File: config.mk
export PLATFORM = sky130hd
export DESIGN_NAME = integer_exp_lut_arbiter
export DESIGN_NICKNAME = d
export VERILOG_FILES = /design/src/rtl/integer_exp_lut_arbiter.sv
export SDC_FILE = /design/constraint.sdc
export NUM_CORES = 1
export LEC_CHECK = 0
export CORE_MARGIN = 2
export CORE_UTILIZATION = 55
export CTS_CLUSTER_SIZE = 40
export DETAILED_ROUTE_END_ITERATION = 16
export DONT_BUFFER_PORTS = 1
export PLACE_DENSITY_LB_ADDON = 0.15
export SLEW_MARGIN = 10
export SYNTH_ARGS = -nofsm -noshare
export SYNTH_HDL_FRONTEND = slang
export SYNTH_SLANG_ARGS = --single-unit
File: constraint.sdc
create_clock -name clk -period 3.1 [get_ports clk]
set_clock_uncertainty 0.1 [all_clocks]
set_input_delay 0.465 -clock clk [delete_from_list [all_inputs] [get_ports clk]]
set_output_delay 0.465 -clock clk [all_outputs]
set_load 0.03 [all_outputs]
File: src/rtl/integer_exp_lut_arbiter.sv
// ---------------------------------------------------------------------------
// integer_exp_lut_arbiter
//
// One 16-entry e^-k lookup table shared by NUM_REQ requesters. A round-robin
// arbiter grants at most one lookup per cycle. The result lands in a
// per-requester one-entry response slot that has its own valid/ready
// handshake. Results are unsigned Q1.16 (17 bits, 0x10000 = 1.0).
//
// Ports
//   clk          rising-edge clock
//   rst_n        asynchronous active-low reset
//   req_valid    [NUM_REQ]            requester i presents a lookup
//   req_ready    [NUM_REQ]            one-hot (or zero) combinational grant
//   req_address  [NUM_REQ*IN_WIDTH]   exponent magnitude k, slot i at i*IN_WIDTH
//   resp_valid   [NUM_REQ]            slot i holds a result
//   resp_ready   [NUM_REQ]            requester i accepts its result
//   resp_data    [NUM_REQ*17]         result, slot i at i*17
// ---------------------------------------------------------------------------
module integer_exp_lut_arbiter #(
    parameter int NUM_REQ  = 4,   // 2..8
    parameter int IN_WIDTH = 8    // >= 4
) (
    input  logic                         clk,
    input  logic                         rst_n,
    input  logic [NUM_REQ-1:0]           req_valid,
    output logic [NUM_REQ-1:0]           req_ready,
    input  logic [NUM_REQ*IN_WIDTH-1:0]  req_address,
    output logic [NUM_REQ-1:0]           resp_valid,
    input  logic [NUM_REQ-1:0]           resp_ready,
    output logic [NUM_REQ*17-1:0]        resp_data
);

    localparam int DATA_WIDTH = 17;
    localparam int PTR_W      = $clog2(NUM_REQ);

    // e^-k in Q1.16; any k above 15 yields 0 without consulting the table.
    function automatic logic [DATA_WIDTH-1:0] exp_lut(input logic [IN_WIDTH-1:0] k);
        logic [DATA_WIDTH-1:0] val;
        val = '0;
        if ((k >> 4) == '0) begin
            case (k[3:0])
                4'd0:    val = 17'h10000;
                4'd1:    val = 17'h05E2D;
                4'd2:    val = 17'h022A5;
                4'd3:    val = 17'h00CBE;
                4'd4:    val = 17'h004B0;
                4'd5:    val = 17'h001B9;
                4'd6:    val = 17'h000A2;
                4'd7:    val = 17'h0003B;
                4'd8:    val = 17'h00015;
                4'd9:    val = 17'h00008;
                4'd10:   val = 17'h00002;
                4'd11:   val = 17'h00001;
                default: val = '0;
            endcase
        end
        return val;
    endfunction

    logic [PTR_W-1:0]      ptr_q, ptr_d;
    logic [NUM_REQ-1:0]    resp_valid_q, resp_valid_d;
    logic [DATA_WIDTH-1:0] resp_data_q [NUM_REQ];
    logic [DATA_WIDTH-1:0] resp_data_d [NUM_REQ];

    logic [NUM_REQ-1:0]    eligible;
    logic                  gnt_found;
    logic [PTR_W-1:0]      gnt_idx;
    logic [IN_WIDTH-1:0]   lut_addr;
    logic [DATA_WIDTH-1:0] lut_data;

    // A full slot may take a new result when it is being drained this cycle.
    assign eligible = req_valid & (~resp_valid_q | resp_ready);

    // Round-robin search starting at ptr_q, wrapping modulo NUM_REQ.
    // NOTE: combinational blocks use blocking assignments and give every
    // output a default first, so no latch is inferred.
    always_comb begin
        logic [PTR_W-1:0] cand;
        gnt_found = 1'b0;
        gnt_idx   = '0;
        cand      = '0;
        for (int off = 0; off < NUM_REQ; off++) begin
            cand = PTR_W'((int'(ptr_q) + off) % NUM_REQ);
            if (!gnt_found && eligible[cand]) begin
                gnt_found = 1'b1;
                gnt_idx   = cand;
            end
        end
    end

    assign req_ready = gnt_found ? (NUM_REQ'(1) << gnt_idx) : '0;

    // Single table instance fed by the granted requester's address only.
    assign lut_addr = req_address[int'(gnt_idx)*IN_WIDTH +: IN_WIDTH];
    assign lut_data = exp_lut(lut_addr);

    always_comb begin
        ptr_d = ptr_q;
        if (gnt_found) begin
            ptr_d = (int'(gnt_idx) == NUM_REQ - 1) ? '0 : gnt_idx + PTR_W'(1);
        end
    end

    // Grant wins over drain, so a drain plus refill in one cycle leaves
    // the slot valid with the new data.
    always_comb begin
        resp_valid_d = resp_valid_q;
        for (int i = 0; i < NUM_REQ; i++) begin
            resp_data_d[i] = resp_data_q[i];
            if (req_ready[i]) begin
                resp_valid_d[i] = 1'b1;
                resp_data_d[i]  = lut_data;
            end else if (resp_ready[i]) begin
                resp_valid_d[i] = 1'b0;
            end
        end
    end

    // NOTE: sequential state uses non-blocking assignments. The data slots are
    // reset as well because resp_data must read 0 during and after reset.
    always_ff @(posedge clk or negedge rst_n) begin
        if (!rst_n) begin
            ptr_q        <= '0;
            resp_valid_q <= '0;
            for (int i = 0; i < NUM_REQ; i++) begin
                resp_data_q[i] <= '0;
            end
        end else begin
            ptr_q        <= ptr_d;
            resp_valid_q <= resp_valid_d;
            for (int i = 0; i < NUM_REQ; i++) begin
                resp_data_q[i] <= resp_data_d[i];
            end
        end
    end

    assign resp_valid = resp_valid_q;

    for (genvar g = 0; g < NUM_REQ; g++) begin : g_flat
        assign resp_data[g*DATA_WIDTH +: DATA_WIDTH] = resp_data_q[g];
    end

endmodule

==> metrics <==
Worst-path clk slew 70 ps; number of global-route vias before repair 2,377; Post-Synthesis Cells ~320; core area 5820 um^2; Mean Syn Cell Area 10.2 um^2; Post-DP Area roughly 3400 um^2; critical path class reg2out; Final Max Slew Viols 0; startpoint of the worst register-to-register path ptr_q[1]; dpl ws -8.66 ps; drt wl/cell 18.4 um; Vias/cell 6.00; share of cells above drive strength 1 25.0%; P_leak around 1.7 nW; crit-path max FO 9; Vias 2,491; row count 28; Worst EP required around 2500 ps; Chip Width ~80 um; share of the yosys chip area belonging to registers a little under half; Pwr Total roughly 4.7 mW; ratio of final minimum period to clock period a little over nine tenths; final worst slack 104 ps; IO Pins 118; CTS Sinks 62; CTS buffer count 9; critical path arrival 2430 ps; crit path max-delay cell type dfrtp_1; maximum clock path buffer count 2; gr ovfl total 0; global-route wire length before repair between 10 and 15 mm; Buffers on Ports 0; synth unique cells 54; main flop type after synthesis dfrtp_1; largest net degree at the start of global routing 63; CTS tree done; asr flop ratio synth between 90% and 100%; CP peak stage delay 440 ps; Peak supply drop about 800 uV; CP delay by family, top buffers and inverters; reg2reg setup slack between 150 and 200 ps; power per cell area 1270 nW/um^2; R2R Path End resp_data[35]; Die Y 81.1 um; Initial DRT Pass Iterations 4; Die Area approximately 6600 um^2; GRT Overall Usage 23.4%; root buffer cell clkbuf_8; fin crit period between 2000 and 3000 ps; initial drt markers ~110; count of final hold-check violations 0; Final GP Congestion 0.871; Slew @ Worst Pin 595 ps; area of the mapped netlist around 3300 um^2; starting density of the core 56.2%; Ant. Diodes 0; dpl hpwl approximately 5.4 mm; initial antenna violation count 0; #FFs+latches synth 62; most common cell type on the critical path buf_4; Max Clock Freq 334 MHz; CP cell instances buf_4 -> and3_4 -> o221a_4 -> nor2_8 -> buf_4 -> inv_2 -> ha_1 -> nand2_1 -> clkinv_2 -> buf_4; Max Cap Viol 0; Worst R2R Path Depth 10; Routed WL 7.63 mm; status finished, final reports clean; fin util 64.0%; Critical Path Start Type register; min-delay src resp_ready[3]; Worst setup EP type output pin; H-tree depth 3; final hold slack 241 ps; Buf/Inv on CP 5; Relative slew margins about three fifths; Hold Crit Depth 2; NumNets Final 387; DRT antenna net count 0; Clock Latency Late Sink between 300 and 400 ps; DR DRC count 0; Final Cell Area 3720 um^2; HP Class in2reg; area grow syn2layout 13.8%; synth warn 0; end of the worst hold path resp_valid[3]; final setup fails 0; EDFF count, synth 0
[state kept, by name, indices dropped and copies added (netlist names)]
name and flops:
resp_valid 4, ptr_q 2, resp_data 56
[logic make-up (layout without fill, tap and decap cells)]
| family | count (synthesis) | count (layout) | share of synthesized area, % |
|---|---|---|---|
| AO/OA/AOI/OAI | 92 | 92 | 20.7 |
| adder cells (fa/ha/maj) | 10 | 10 | 3.83 |
| buffers and inverters | 35 | 49 | 5.66 |
| flip-flops | 62 | 62 | 47.5 |
| multiplexers | 21 | 21 | 7.08 |
| other | 1 | 8 | 0.115 |
| AND/OR/NAND/NOR | 98 | 98 | 15.1 |
[power by group]
part	internal, mW	switching [mW]
clock network	0.534	0.320
registers	1.08	0.706
logic	0.770	1.31
total	2.38	2.34
[layer usage]
metal | track usage [%] | share of wire [%] | routed length, um
met3 | 7.89 | 11 | 852
met5 | 0 | 0 | 0
met1 | 31.6 | 43 | 3280
met4 | 7.80 | 1.1 | 85
met2 | 35.5 | 45 | 3410
[final cells by class]
type	count	area, um^2
multi-input cells	229	1600
inverters	11	46.3
clock inverters	6	109
clock buffers	10	128
flip-flops and latches	62	1550
well taps	75	93.8
repair buffers	22	188
fillers	497	2100
[placed cells by master, fill, tap and decap left out, types with 3 or more instances in the layout]
master / Yosys / routed
nand3_1: 7 / 7
a32oi_2: 2 / 3
o21ai_0: 16 / 15
nand2_2: 5 / 5
a22o_1: 5 / 5
inv_1: 9 / 8
buf_4: 14 / 20
nand2_1: 54 / 54
a32o_1: 3 / 3
nor4_1: 6 / 5
mux2_2: 17 / 17
clkbuf_8: 0 / 9
clkinv_2: 0 / 3
a21oi_1: 3 / 3
conb_1: 1 / 8
nor2_1: 7 / 6
ha_1: 10 / 9
o31ai_1: 7 / 7
o21ai_1: 29 / 29
mux2i_1: 4 / 4
a32oi_1: 5 / 4
dfrtp_1: 62 / 62
bufinv_16: 0 / 3
nand2b_1: 4 / 4
[synthesized netlist by cell type (3+ instances only)]
master	instances	area [um^2]
a21oi_1	3	15.0
a22o_1	5	43.8
a32o_1	3	30.0
a32oi_1	5	43.8
buf_4	14	105
clkbuf_1	9	33.8
dfrtp_1	62	1550
ha_1	10	125
inv_1	9	33.8
mux2_2	17	191
mux2i_1	4	40.0
nand2_1	54	203
nand2_2	5	31.3
nand2b_1	4	25.0
nand3_1	7	35.0
nor2_1	7	26.3
nor4_1	6	37.5
o21ai_0	16	80.1
o21ai_1	29	145
o31ai_1	7	52.6
[worst reg2reg max path, stage by stage, from the launching register on]
cell,delay (ps)
dfrtp_1,440
buf_4,190
and3_4,160
o221a_4,280
nor2_8,130
buf_4,190
inv_2,110
a32oi_2,450
nand2_1,270
o21ai_1,350
mux2_2,210
[what timing repair did]
action | in CTS | in global routing
setup endpoints to repair | 3 | 10
pin swaps | 0 | 1
hold endpoints to repair | 62 | 0
setup buffers | 0 | 0
hold buffers | 2 | 0
gates resized for setup | 3 | 9
[worst max path at each step]
stage / from / endpoint / cells past startpoint / slack, ps
final: ptr_q[1] / req_ready[0] / 10 / 100
after global routing: resp_valid[1] / resp_data[0] / 11 / -50
after CTS: resp_valid[1] / req_ready[0] / 10 / 40
after detailed placement: resp_ready[2] / resp_data[34] / 11 / -9
after global placement: resp_ready[3] / resp_data[34] / 12 / 50
after floorplan: resp_valid[1] / resp_data[17] / 12 / 7
[through the flow]
step	setup TNS, ps	std cells
final	0	415
after global routing	-182	415
after CTS	0	415
after detailed placement	-31.3	397
after global placement	0	397
after floorplan	0	326
Note: power is estimated with default switching activity, not from simulation.
